[config.mk]
export PLATFORM = sky130hd
export DESIGN_NAME = multicycle_ctrl
export DESIGN_NICKNAME = d
export VERILOG_FILES = /design/src/rtl/multicycle_ctrl.sv
export SDC_FILE = /design/constraint.sdc
export NUM_CORES = 1
export LEC_CHECK = 0
export ABC_AREA = 1
export BUFFER_PORTS_ARGS = -buffer_cell sky130_fd_sc_hd__buf_2
export CORE_UTILIZATION = 34
export DETAILED_ROUTE_END_ITERATION = 8
export GPL_TIMING_DRIVEN = 0
export PLACE_DENSITY = 0.7
export SLEW_MARGIN = 20
export SYNTH_ARGS = -nofsm -noshare
export SYNTH_HDL_FRONTEND = slang
export SYNTH_SLANG_ARGS = --single-unit
[constraint.sdc]
create_clock -name clk -period 1.5 [get_ports clk]
set_input_delay 0.225 -clock clk [delete_from_list [all_inputs] [get_ports clk]]
set_output_delay 0.225 -clock clk [all_outputs]
set_load 0.005 [all_outputs]
[src/rtl/multicycle_ctrl.sv]
// multicycle_ctrl
//   Main control unit of the multicycle RV32I core. Steps the shared datapath
//   through fetch/decode/execute/memory/writeback and decodes every mux select
//   and write strobe combinationally from the registered state and IR fields.
//
//   Optional build macro: MEM_STALL_EN
//     defined   - FETCH, MEMREAD and MEMWRITE wait for mem_ready
//     undefined - mem_ready is ignored, every memory state lasts one cycle
//
//   Ports
//     clk, rst            system clock (rising edge), synchronous active-high reset
//     op, funct3, funct7b5 instruction register fields
//     Zero                ALU zero flag (branch decision)
//     mem_ready           memory access complete (stall build only)
//     PCWrite, AdrSrc, MemWrite, IRWrite, RegWrite   datapath strobes/selects
//     ResultSrc, ALUSrcA, ALUSrcB, ImmSrc, ALUControl datapath mux/ALU controls
//     instr_done          one-cycle pulse in the last state of an instruction
//     illegal_op          one-cycle pulse in DECODE for an unsupported opcode
//     state_o             current state code (debug)
//
//   state    | meaning
//   FETCH    | read instruction at PC, PC <= PC + 4
//   DECODE   | read registers, ALUOut <= OldPC + imm (branch/jump target)
//   MEMADR   | ALUOut <= rs1 + imm (load/store address)
//   MEMREAD  | read data memory at ALUOut
//   MEMWB    | rd <= loaded data
//   MEMWRITE | write rs2 to memory at ALUOut
//   EXECUTER | ALUOut <= rs1 op rs2
//   EXECUTEI | ALUOut <= rs1 op imm
//   ALUWB    | rd <= ALUOut
//   BEQ      | compare rs1/rs2, PC <= ALUOut when equal
//   JAL      | PC <= ALUOut, ALUOut <= OldPC + 4 (link value)

module multicycle_ctrl (
  input  logic       clk,
  input  logic       rst,
  input  logic [6:0] op,
  input  logic [2:0] funct3,
  input  logic       funct7b5,
  input  logic       Zero,
  input  logic       mem_ready,
  output logic       PCWrite,
  output logic       AdrSrc,
  output logic       MemWrite,
  output logic       IRWrite,
  output logic       RegWrite,
  output logic [1:0] ResultSrc,
  output logic [1:0] ALUSrcA,
  output logic [1:0] ALUSrcB,
  output logic [1:0] ImmSrc,
  output logic [2:0] ALUControl,
  output logic       instr_done,
  output logic       illegal_op,
  output logic [3:0] state_o
);

  typedef enum logic [3:0] {
    FETCH    = 4'd0,
    DECODE   = 4'd1,
    MEMADR   = 4'd2,
    MEMREAD  = 4'd3,
    MEMWB    = 4'd4,
    MEMWRITE = 4'd5,
    EXECUTER = 4'd6,
    EXECUTEI = 4'd7,
    ALUWB    = 4'd8,
    BEQ      = 4'd9,
    JAL      = 4'd10
  } stateT;

  localparam logic [6:0] OP_LOAD   = 7'b0000011;
  localparam logic [6:0] OP_STORE  = 7'b0100011;
  localparam logic [6:0] OP_RTYPE  = 7'b0110011;
  localparam logic [6:0] OP_ITYPE  = 7'b0010011;
  localparam logic [6:0] OP_BRANCH = 7'b1100011;
  localparam logic [6:0] OP_JAL    = 7'b1101111;

  stateT      state;
  logic       memGo;
  logic       legalOp;
  logic       pcUpdate;
  logic       branch;
  logic [1:0] aluOp;

  // memGo: the memory side has finished the access of the current state.
`ifdef MEM_STALL_EN
  assign memGo = mem_ready;
`else
  logic unusedMemReady;
  assign unusedMemReady = mem_ready;
  assign memGo = 1'b1;
`endif

  always_comb begin
    legalOp = 1'b0;
    case (op)
      OP_LOAD, OP_STORE, OP_RTYPE, OP_ITYPE, OP_BRANCH, OP_JAL: legalOp = 1'b1;
      default: legalOp = 1'b0;
    endcase
  end

  always_ff @(posedge clk) begin
    if (rst) begin
      state <= FETCH;
    end else begin
      case (state)
        FETCH:    if (memGo) state <= DECODE;
        DECODE: begin
          case (op)
            OP_LOAD, OP_STORE: state <= MEMADR;
            OP_RTYPE:          state <= EXECUTER;
            OP_ITYPE:          state <= EXECUTEI;
            OP_BRANCH:         state <= BEQ;
            OP_JAL:            state <= JAL;
            default:           state <= FETCH;
          endcase
        end
        MEMADR:   state <= op[5] ? MEMWRITE : MEMREAD;
        MEMREAD:  if (memGo) state <= MEMWB;
        MEMWB:    state <= FETCH;
        MEMWRITE: if (memGo) state <= FETCH;
        EXECUTER: state <= ALUWB;
        EXECUTEI: state <= ALUWB;
        ALUWB:    state <= FETCH;
        BEQ:      state <= FETCH;
        JAL:      state <= ALUWB;
        default:  state <= FETCH;
      endcase
    end
  end

  always_comb begin
    pcUpdate   = 1'b0;
    branch     = 1'b0;
    aluOp      = 2'b00;
    AdrSrc     = 1'b0;
    MemWrite   = 1'b0;
    IRWrite    = 1'b0;
    RegWrite   = 1'b0;
    ResultSrc  = 2'b00;
    ALUSrcA    = 2'b00;
    ALUSrcB    = 2'b00;
    instr_done = 1'b0;
    illegal_op = 1'b0;
    case (state)
      FETCH: begin
        IRWrite   = memGo;
        pcUpdate  = memGo;
        ALUSrcB   = 2'b10;
        ResultSrc = 2'b10;
      end
      DECODE: begin
        ALUSrcA    = 2'b01;
        ALUSrcB    = 2'b01;
        illegal_op = ~legalOp;
      end
      MEMADR: begin
        ALUSrcA = 2'b10;
        ALUSrcB = 2'b01;
      end
      MEMREAD: AdrSrc = 1'b1;
      MEMWB: begin
        ResultSrc  = 2'b01;
        RegWrite   = 1'b1;
        instr_done = 1'b1;
      end
      MEMWRITE: begin
        AdrSrc     = 1'b1;
        MemWrite   = 1'b1;
        instr_done = memGo;
      end
      EXECUTER: begin
        ALUSrcA = 2'b10;
        aluOp   = 2'b10;
      end
      EXECUTEI: begin
        ALUSrcA = 2'b10;
        ALUSrcB = 2'b01;
        aluOp   = 2'b10;
      end
      ALUWB: begin
        RegWrite   = 1'b1;
        instr_done = 1'b1;
      end
      BEQ: begin
        ALUSrcA    = 2'b10;
        aluOp      = 2'b01;
        branch     = 1'b1;
        instr_done = 1'b1;
      end
      JAL: begin
        ALUSrcA  = 2'b01;
        ALUSrcB  = 2'b10;
        pcUpdate = 1'b1;
      end
      default: ;
    endcase

    PCWrite = pcUpdate | (branch & Zero);

    // Reset abandons the instruction in flight: no state-changing strobe may
    // leak out while rst is high, whatever the state register still holds.
    if (rst) begin
      PCWrite    = 1'b0;
      IRWrite    = 1'b0;
      RegWrite   = 1'b0;
      MemWrite   = 1'b0;
      instr_done = 1'b0;
      illegal_op = 1'b0;
    end
  end

  always_comb begin
    ImmSrc = 2'b00;
    case (op)
      OP_STORE:  ImmSrc = 2'b01;
      OP_BRANCH: ImmSrc = 2'b10;
      OP_JAL:    ImmSrc = 2'b11;
      default:   ImmSrc = 2'b00;
    endcase
  end

  always_comb begin
    ALUControl = 3'b000;
    case (aluOp)
      2'b01: ALUControl = 3'b001;
      2'b10: begin
        case (funct3)
          3'b000:  ALUControl = (op[5] & funct7b5) ? 3'b001 : 3'b000;
          3'b010:  ALUControl = 3'b101;
          3'b110:  ALUControl = 3'b011;
          3'b111:  ALUControl = 3'b010;
          default: ALUControl = 3'b000;
        endcase
      end
      default: ALUControl = 3'b000;
    endcase
  end

  assign state_o = state;

endmodule

Yosys cells after proc, flatten, opt, wreduce, memory -nomap -nowiden
Index checks and enable logic that the tools add are counted.
W data, S select, Z words.
{"block": "word_totals", "out_inout_bits": 22, "romBits": 0, "n_memories": 0, "mem_bits_rw": 0, "latchBits": 0, "register_bits": 4}
{"block": "classes", "n_eq_ne": 21, "n_mux": 26, "n_div": 0, "n_shift": 0, "n_mul": 0, "addsub": 0, "n_reduce_logical": 13, "order_cmp": 0, "n_bitwise": 4}
{"cell": "$pmux W4 S5", "n": 2}
{"cell": "$eq A4 B3 Y1 const B", "n": 4}
{"cell": "$mux W1", "n": 16}
{"cell": "$pmux W2 S2", "n": 4}
{"cell": "$eq A7 B6 Y1 const B", "n": 2}
{"cell": "$eq A7 B7 Y1 const B", "n": 2}
{"cell": "$eq A4 B4 Y1 const B", "n": 3}
{"cell": "$pmux W3 S4", "n": 1}
{"cell": "$reduce_or A2 Y1", "n": 6}
{"cell": "$eq A4 B2 Y1 const B", "n": 2}
{"cell": "$reduce_or A4 Y1", "n": 2}
{"cell": "$eq A7 B2 Y1 const B", "n": 1}
{"cell": "$eq A7 B5 Y1 const B", "n": 1}
{"cell": "$eq A3 B3 Y1 const B", "n": 2}
{"cell": "$pmux W2 S3", "n": 1}
{"cell": "$pmux W3 S2", "n": 1}
{"cell": "$reduce_or A3 Y1", "n": 2}
{"cell": "$reduce_or A6 Y1", "n": 1}
{"cell": "$eq A4 B1 Y1 const B", "n": 1}
{"cell": "$logic_not A4 Y1", "n": 1}
{"cell": "$eq A3 B2 Y1 const B", "n": 1}
{"cell": "$logic_not A3 Y1", "n": 1}
{"cell": "$mux W3", "n": 1}
{"cell": "$and A1 B1 Y1", "n": 2}
{"cell": "other kinds (4)", "n": 4}

Depth between registers and ports, before layout
Gate-level depths: netlist (run 1).
{"block": "depth", "ltp_word": 6, "depth_mapped": 9}

Least setup slack after synthesis (run 1)
OpenSTA, ideal clock, no wires.
{"block": "synth_timing", "kind": "register to output", "startpoint": "register state[0], in the netlist state_o[0]", "endpoint": "output port ALUControl[0]", "setup_slack_ns": -0.137, "required_time_ns": 1.275, "path_stages_with_launch": 8, "arrival_ns": 1.412, "path_buffers": 0, "cell_sequence": "dfxtp_1 > nand2_2 > nor2_4 > inv_1 > ha_1 > nor2_1 > nand2_1 > o221ai_1"}
{"block": "synth_via", "elab_chain_cells": 5}
{"item": "start, declared", "line_no": "78", "rtl": "stateT state;"}
{"item": "start signal, assigned", "line_no": "118", "rtl": "MEMADR: state <= op[5] ? MEMWRITE : MEMREAD;"}
{"item": "$eq A4 B3 Y1", "line_no": "145", "rtl": "case (state)"}
{"item": "$reduce_or A2 Y1 (no source line)"}
{"item": "$pmux W2 S2 *", "line_no": "145"}
{"item": "$eq A2 B2 Y1 / $eq A2 B1 Y1 (equally long branches)", "line_no": "225", "rtl": "case (aluOp)"}
{"item": "$pmux W3 S2 *", "line_no": "225"}
{"item": "end, declared", "line_no": "51", "rtl": "output logic [2:0] ALUControl,"}
Every way passes the cells marked *; elsewhere a longest branch is shown, timed or not.

Worst setup path after layout (run 1)
{"block": "layout_timing", "startpoint": "register state[3], in the netlist state_o[3]", "endpoint": "output port ALUControl[0]"}
Same word-level chain as after synthesis.

==> results of run 1 <==
-- critical path: stages, from the launching register on --
cell and delay [ns]:
dfxtp_2 0.33, inv_2 0.06, nand2_2 0.07, nor2_4 0.16, ha_4 0.23, nor2_4 0.09, nand2_2 0.08, o221ai_2 0.16
buf_2 0.15
-- cell usage after synthesis --
library cell	count
nand2_1	21
inv_2	1
dfxtp_1	4
nor2_4	2
nand4_1	2
o211ai_1	1
a21oi_1	5
buf_1	1
ha_1	2
nand2_2	1
nor2_1	16
o21ai_0	1
nor2_2	1
inv_1	18
nand3_1	10
a31oi_1	1
o221ai_1	1
o31ai_1	1
nor3_1	3
-- metal layers --
layer  wire [um]  up-vias
li1            -      386
met1         708      326
met2         914       32
met3          87        4
met4          38        0
met5           0        -
-- cells in the final DEF (no fill, tap or decap), types with 3 or more instances in the layout --
cell / n
dfxtp_4: 3
buf_2: 34
a21oi_1: 5
inv_1: 15
inv_2: 3
clkbuf_4: 3
nand3_1: 9
nor2_4: 4
nand2_2: 3
nand2_1: 18
buf_4: 9
nor2_1: 13
-- final cells by class --
class / instances / area (um^2)
plain buffers: 1 / 3.75
clock buffers: 3 / 22.5
fillers: 131 / 458
inverters: 19 / 76.3
multi-input cells: 68 / 408
flip-flops and latches: 4 / 92.6
well taps: 15 / 18.8
repair buffers: 43 / 238
-- how the worst max path moves through the flow --
| stage | slack, ns | end | from | depth (start not counted) |
|---|---|---|---|---|
| 2_1_floorplan | 0.01 | ALUControl[0] | state_o[1] | 8 |
| 3_3_place_gp | -0.18 | ALUControl[0] | state_o[1] | 9 |
| 3_5_place_dp | -0.26 | ALUControl[0] | state_o[1] | 9 |
| 4_1_cts | -0.28 | ALUControl[0] | state_o[2] | 9 |
| 5_1_grt | -0.37 | ALUControl[0] | state_o[1] | 9 |
| 6_report | -0.29 | ALUControl[0] | state_o[3] | 8 |
-- cell families (layout without fill, tap and decap cells) --
family | count (synthesis) | after routing
adders and majority gates | 2 | 2
buffers and inverters | 20 | 66
and+or+nand+nor | 56 | 56
AOI/OAI and AO/OA | 10 | 10
DFF | 4 | 4
-- metrics by stage --
step | hold WS [ns] | setup slack (ns)
6_report | 0.317 | -0.290
5_1_grt | 0.341 | -0.370
4_1_cts | 0.300 | -0.282
3_5_place_dp | 0.560 | -0.257
3_3_place_gp | 0.569 | -0.181
2_1_floorplan | 0.399 | 0.0145
-- power by group --
| group | total (mW) | leakage [nW] | switching, mW | internal, mW |
|---|---|---|---|---|
| combinational | 0.106 | 0.434 | 0.0599 | 0.0457 |
| clock | 0.135 | 0.0138 | 0.0452 | 0.0896 |
| sequential | 0.110 | 0.0352 | 0.00429 | 0.106 |
-- what timing repair did --
action	CTS	global route
hold endpoints to repair	0	0
hold buffers	0	0
pin swaps	6	2
cloned	0	0
endpoints found under the setup margin	8	13
gates resized for setup	14	5
buffers inserted	8	1
==> impl_results.md, run 1 <==
- Area after DPL: 717 um^2
- Worst EP required: 1.27 ns
- Met3 Track Usage GR: 5.56%
- R2R depth: 7
- Via density per instance: 4.89
- Yosys warns: 0
- Fin area: 860 um^2
- Drt total wl: 1.75 mm
- Relative slew slack: 70.8%
- Main combinational cell family by area after synthesis: simple AND/OR/NAND/NOR gates
- Top cell type's share of synthesized area: 16.3%
- Hold Crit Class: input port to register
- Area leader, netlist: dfxtp_1
- Pins Over Slew Limit: 0
- Critical path class: register to output port
- Row cnt: 13
- Setup_tns: -1.59 ns
- # diodes: 0
- # port buffers: 34
- R2R setup slack: 0.11 ns
- Worst-Skew Late Latency: 0.24 ns
- Width of the die: 40.0 um
- Mux cell area share after synthesis: 0%
- GRT overflow: 0
- Crit start category: register
- Pwr dens: 408 nW/um^2
- Initial Util: 37.3%
- Clk sink count: 4
- Synth top area cells: dfxtp_1 16%, nand2_1 16%, inv_1 14%, nor2_1 12%, nand3_1 10%
- Met2 Use GR: 42.7%
- Mapped Nets: 109
- Max cap viols: 0
- # DRC: 0
- Chip height: 40.0 um
- Tmin final: 1.79 ns
- Layout cell share with drive strength beyond 1: 50.0%
- Largest net degree at the start of global routing: 11
- Crit path arrival time: 1.57 ns
- Total power draw: 0.351 mW
- Leakage: 0.483 nW
- Setup ws final: -0.290 ns
- Simple-Gate Fraction of Synth Area: 51.1%
- Unrepaired setup endpoints after global routing: yes
- Register area share after synthesis: 16.3%
- Number of standard cells after synthesis: 92
- Clk buf depth: 2
- Final Instance Count excl. Fillers: 153
- Mapped Area: 492 um^2
- Max Clk Rate: 559 MHz
- Final Hold Fails: 0
- Placed Instances: 141
- Reg2reg end: state_o[0]
- Syn Area/Cell: 5.34 um^2
- Most Crowded Layer GR: met2
- ANT nets after route: 0
- Hold EP: state_o[2]
- Slew @ Worst Pin: 0.438 ns
- Status: finished with violations
- Drt first pass iters: 4
- Core ar.: 1320 um^2
- First-pass GRT wire length: 2.24 mm
- Synth Area in Adders: 5.09%
- Post-synthesis cell type count: 19
- Failing checks: negative setup slack
- Max VDD drop: 0.500 mV
- DP HPWL: 1.22 mm
- Hold path start: op[6]
- Largest register FFs: 4
- Layout area overhead: 74.8%
- Final Core Density: 65.2%
- Via count: 748
- Synth Area in Compound Gates: 12.2%
- Clk_skew: 0.00738 ns
- Final setup fails: 9
- H-tree levels: 1
- WL per Instance: 11.4 um
- RR Startpoint: state_o[2]
- Register bit total from synthesis: 4
- Root Buffer: clkbuf_4
- Final period util: 119%
- Io pins: 37
- CTS tree: done
- Total track usage: 21.4%
- Hold Path Depth: 4
- DR iter-0 viols: 18
- Clk slew on worst S/H paths: 0.04 ns
- Crit-path max FO: 4
- Grt met1 use: 20.4%
- Vias in the first global route: 558
- Die area: 1600 um^2
- RePlAce Congestion: 0.675
- Initial antenna violation count: 0
- Nets: 157
- Post-synthesis xor/xnor area fraction: 0%
- Critical path endpoint category: output port
- CTS Buf Count: 3
Note: power is estimated with default switching activity, not from simulation.
==> inputs of run 2 (changes only) <==
--- a/config.mk
+++ b/config.mk
@@ -8,6 +8,7 @@
 export ABC_AREA = 1
 export BUFFER_PORTS_ARGS = -buffer_cell sky130_fd_sc_hd__buf_2
 export CORE_UTILIZATION = 34
+export CTS_BUF_LIST = sky130_fd_sc_hd__clkbuf_16
 export DETAILED_ROUTE_END_ITERATION = 8
 export GPL_TIMING_DRIVEN = 0
 export PLACE_DENSITY = 0.7
==> impl_results.md, run 2 (same netlist as run 1, synthesis figures left out) <==
- Width of the die: 40.0 um
- RePlAce Congestion: 0.675
- First-pass GRT wire length: 2.17 mm
- Pins Over Slew Limit: 0
- Initial antenna violation count: 0
- Fin area: 1020 um^2
- WL per Instance: 13.1 um
- Failing checks: negative setup slack
- Most Crowded Layer GR: met2
- Vias in the first global route: 551
- Met3 Track Usage GR: 8.33%
- H-tree levels: 1
- Slew @ Worst Pin: 0.507 ns
- # diodes: 0
- Hold_buf cts: 0
- Clk slew on worst S/H paths: 0.03 ns
- Clk network pwr share: 63.8%
- DP HPWL: 1.22 mm
- ANT nets after route: 0
- Layout cell share with drive strength beyond 1: 61.1%
- Switching Share: 23.1%
- Via count: 806
- Total power draw: 0.655 mW
- Clk buf depth: 2
- # port buffers: 34
- Core ar.: 1320 um^2
- Final Hold Fails: 0
- Final setup fails: 15
- Critical path class: register to output port
- Worst hold slack: 0.333 ns
- Row cnt: 13
- Tmin final: 1.82 ns
- Fill count: 110
- Leading cell type in the layout, fill and taps excluded: buf_2
- Crit-path max FO: 4
- Drt total wl: 2.08 mm
- Worst EP required: 1.27 ns
- CTS tree: done
- Met2 Use GR: 41.9%
- Largest register FFs: 4
- Unrepaired setup endpoints after global routing: yes
- Clk_skew: 0.00663 ns
- Area after DPL: 717 um^2
- Internal power: 0.504 mW
- GRT overflow: 0
- Leakage: 0.551 nW
- Crit start category: register
- Drt first pass iters: 4
- Grt met1 use: 20.0%
- Crit path arrival time: 1.60 ns
- Final period util: 121%
- Chip height: 40.0 um
- Root Buffer: clkbuf_16
- Max cap viols: 0
- Initial Util: 37.3%
- Largest net degree at the start of global routing: 11
- Worst-Skew Late Latency: 0.23 ns
- Hold Crit Class: input port to register
- Relative slew slack: 66.2%
- Max VDD drop: 1.10 mV
- Most frequent cells in the layout: 33 x buf_2, 14 x nand2_1, 12 x inv_1, 12 x buf_4, 11 x nor2_1
- Sequential share of power: 16.8%
- DR iter-0 viols: 14
- Clk sink count: 4
- Psw: 0.151 mW
- Setup ws final: -0.322 ns
- Via density per instance: 5.07
- Max Clk Rate: 549 MHz
- Comb pwr share: 19.4%
- Io pins: 37
- Nets: 163
- Layout area overhead: 107%
- Die area: 1600 um^2
- Status: finished with violations
- # DRC: 0
- Placed Instances: 141
- Pwr dens: 643 nW/um^2
- Pre-CTS setup slack: -0.257 ns
- Total track usage: 21.3%
- Critical path endpoint category: output port
- Final Instance Count excl. Fillers: 159
- CTS Buf Count: 3
-- run 2: cell types whose count changed in the layout (fill, tap and decap cells not counted), moves of 3 or more --
cell	delta
buf_4	+3
buf_6	+4
clkbuf_16	+3
nand2_1	-4
inv_2	+3
inv_1	-3
clkbuf_4	-3
-- run 2: critical path, cell delays in order, from the launching register on --
cell,delay (ns)
dfxtp_2,0.34
inv_2,0.07
nand2_2,0.08
nor2_4,0.15
ha_4,0.22
nor2_4,0.11
nand2_2,0.10
o221ai_2,0.16
buf_2,0.15
-- run 2: area by class of cell --
cell class	instances	area, um^2	share of cell area [%]
multi-input combinational	68	452	44.3
timing repair buffer	49	300	29.5
sequential	4	92.6	9.09
inverter	19	76.3	7.49
clock buffer	3	75.1	7.37
tap	15	18.8	1.84
buffer	1	3.75	0.369
-- run 2: per-layer routing --
| metal | vias to the layer above | share of wire (%) |
|---|---|---|
| li1 | 396 | - |
| met1 | 370 | 36 |
| met2 | 36 | 56 |
| met3 | 4 | 6.5 |
| met4 | 0 | 1.6 |
| met5 | - | 0 |
-- run 2: through the flow --
stage	TNS, ns	utilization, %
after floorplan	0	-
after global placement	-0.404	54.4
after detailed placement	-0.555	54.4
after CTS	-1.19	67.0
after global routing	-3.00	77.3
final	-2.04	77.3
-- run 2: repair_timing --
action | CTS | global route
endpoints found under the setup margin | 5 | 12
resized for setup | 13 | 26
setup buffers | 8 | 7
pin swaps | 6 | 5
-- run 2: worst paths after layout --
| check | to | slack, ns | cells after the start | startpoint |
|---|---|---|---|---|
| hold reg to reg | state_o[2] | 0.65 | 2 | state_o[0] |
| setup reg to reg | state_o[0] | -0.02 | 9 | state_o[2] |
| setup / recovery | ALUControl[0] | -0.32 | 8 | state_o[3] |
| hold / removal | state_o[2] | 0.33 | 4 | op[6] |
-- run 2: power groups by stage --
stage | logic (mW) | clock network, mW | registers, mW
2_1_floorplan | 0.0477 | 0 | 0.117
3_3_place_gp | 0.0900 | 0 | 0.117
3_5_place_dp | 0.0917 | 0 | 0.117
4_1_cts | 0.0967 | 0.422 | 0.112
5_1_grt | 0.139 | 0.439 | 0.111
6_report | 0.127 | 0.418 | 0.110
==> inputs of run 3 (changes only) <==
==> constraint.sdc (replaced) <==
create_clock -name clk -period 1.5 [get_ports clk]
set_input_delay 0.15 -clock clk [delete_from_list [all_inputs] [get_ports clk]]
set_output_delay 0.15 -clock clk [all_outputs]
set_load 0.005 [all_outputs]
==> impl_results.md, run 3 (same netlist as run 1, synthesis figures left out) <==
- Clk slew on worst S/H paths: 0.03 ns
- Worst EP required: 1.35 ns
- Max Clk Rate: 600 MHz
- CTS tree: done
- Root Buffer: clkbuf_16
- H-tree levels: 1
- Io pins: 37
- First-pass GRT wire length: 2.17 mm
- Hold_buf cts: 0
- Critical path class: register to output port
- Area after DPL: 694 um^2
- Setup ws final: -0.166 ns
- Worst hold slack: 0.253 ns
- Clk buf depth: 2
- Layout area overhead: 79.9%
- Pwr dens: 716 nW/um^2
- Crit start category: register
- DR iter-0 viols: 8
- Drt total wl: 1.55 mm
- Max cap viols: 0
- CTS Buf Count: 3
- Final period util: 111%
- Multi-input gate area: 388 um^2
- WL per Instance: 10.2 um
- Core ar.: 1320 um^2
- Worst-Skew Late Latency: 0.23 ns
- Final setup fails: 7
- Hold Crit Class: input port to register
- Max VDD drop: 0.690 mV
- Crit-path max FO: 4
- DP HPWL: 1.13 mm
- Initial Util: 37.3%
- Vias in the first global route: 561
- # diodes: 0
- Row cnt: 13
- Clk sink count: 4
- GRT overflow: 0
- Largest net degree at the start of global routing: 11
- Status: finished with violations
- Leakage: 0.502 nW
- Failing checks: negative setup slack
- Clk_skew: 0.00444 ns
- Fill count: 119
- Chip height: 40.0 um
- Via count: 751
- Leading cell type in the layout, fill and taps excluded: buf_2
- Width of the die: 40.0 um
- Tmin final: 1.67 ns
- # port buffers: 34
- Relative slew slack: 72.2%
- Largest register FFs: 4
- Via density per instance: 4.94
- Drt first pass iters: 4
- # DRC: 0
- Crit path arrival time: 1.52 ns
- Unrepaired setup endpoints after global routing: yes
- Critical path endpoint category: output port
- Total track usage: 22.0%
- Pins Over Slew Limit: 0
- Initial antenna violation count: 0
- Seq. cell area: 92.6 um^2
- Fin area: 885 um^2
- Final Hold Fails: 0
- Nets: 156
- ANT nets after route: 0
- Die area: 1600 um^2
- Slew @ Worst Pin: 0.416 ns
- Most frequent cells in the layout: 34 x buf_2, 18 x nand2_1, 15 x inv_1
- RePlAce Congestion: 0.706
- Layout cell share with drive strength beyond 1: 47.4%
run 3: cell count changes in the layout (fill, tap and decap cells not counted), sizes merged:
cell / previous run / this run
buf: 50 / 43
run 3: repair_timing:
action | CTS | global route
buffers inserted | 6 | 2
setup endpoints to repair | 3 | 10
pin swaps | 5 | 3
resized for setup | 19 | 1
run 3: layout make-up:
class / count / share of cell area [%]
clock buffer: 3 / 8.49
inverter: 19 / 8.63
multi-input combinational: 68 / 43.8
sequential: 4 / 10.5
tap: 15 / 2.12
timing repair buffer: 42 / 26.0
buffer: 1 / 0.424
run 3: routing by layer:
| layer | vias up | share of wire [%] | track usage (%) |
|---|---|---|---|
| li1 | 383 | - | - |
| met1 | 330 | 40 | 21.6 |
| met2 | 34 | 49 | 36.3 |
| met3 | 4 | 7.2 | 6.67 |
| met4 | 0 | 3.2 | 20.7 |
| met5 | - | 0 | 0 |
run 3: path summary, 6_finish.rpt:
kind	from	endpoint	slack (ns)	cells past startpoint
worst max-delay path	state_o[2]	ALUControl[0]	-0.17	9
worst min-delay path	op[6]	state_o[2]	0.25	4
worst max register to register	state_o[2]	state_o[0]	0.25	6
worst min register to register	state_o[3]	state_o[2]	0.61	3
run 3: stage by stage:
stage	power [mW]	cells	setup slack (ns)	utilization, %	setup TNS [ns]
after floorplan	0.163	92	0.00767	-	0
after global placement	0.204	141	-0.198	52.7	-0.498
after detailed placement	0.207	141	-0.241	52.7	-0.633
after CTS	0.639	150	-0.177	66.0	-0.589
after global routing	0.664	152	-0.245	67.1	-1.44
final	0.633	152	-0.166	67.1	-0.677
run 3: where the power goes:
group          switching (mW)  internal [mW]  total (mW)
Combinational          0.0537         0.0458      0.0995
Sequential            0.00608          0.106       0.112
Clock                  0.0803          0.341       0.421
run 3: critical path, stage by stage (launching register included):
cell	delay [ns]
dfxtp_4	0.34
inv_2	0.05
nand2_2	0.06
nor2_4	0.12
inv_2	0.06
ha_4	0.22
nor2_4	0.10
nand2_2	0.09
o221ai_2	0.12
buf_2	0.13
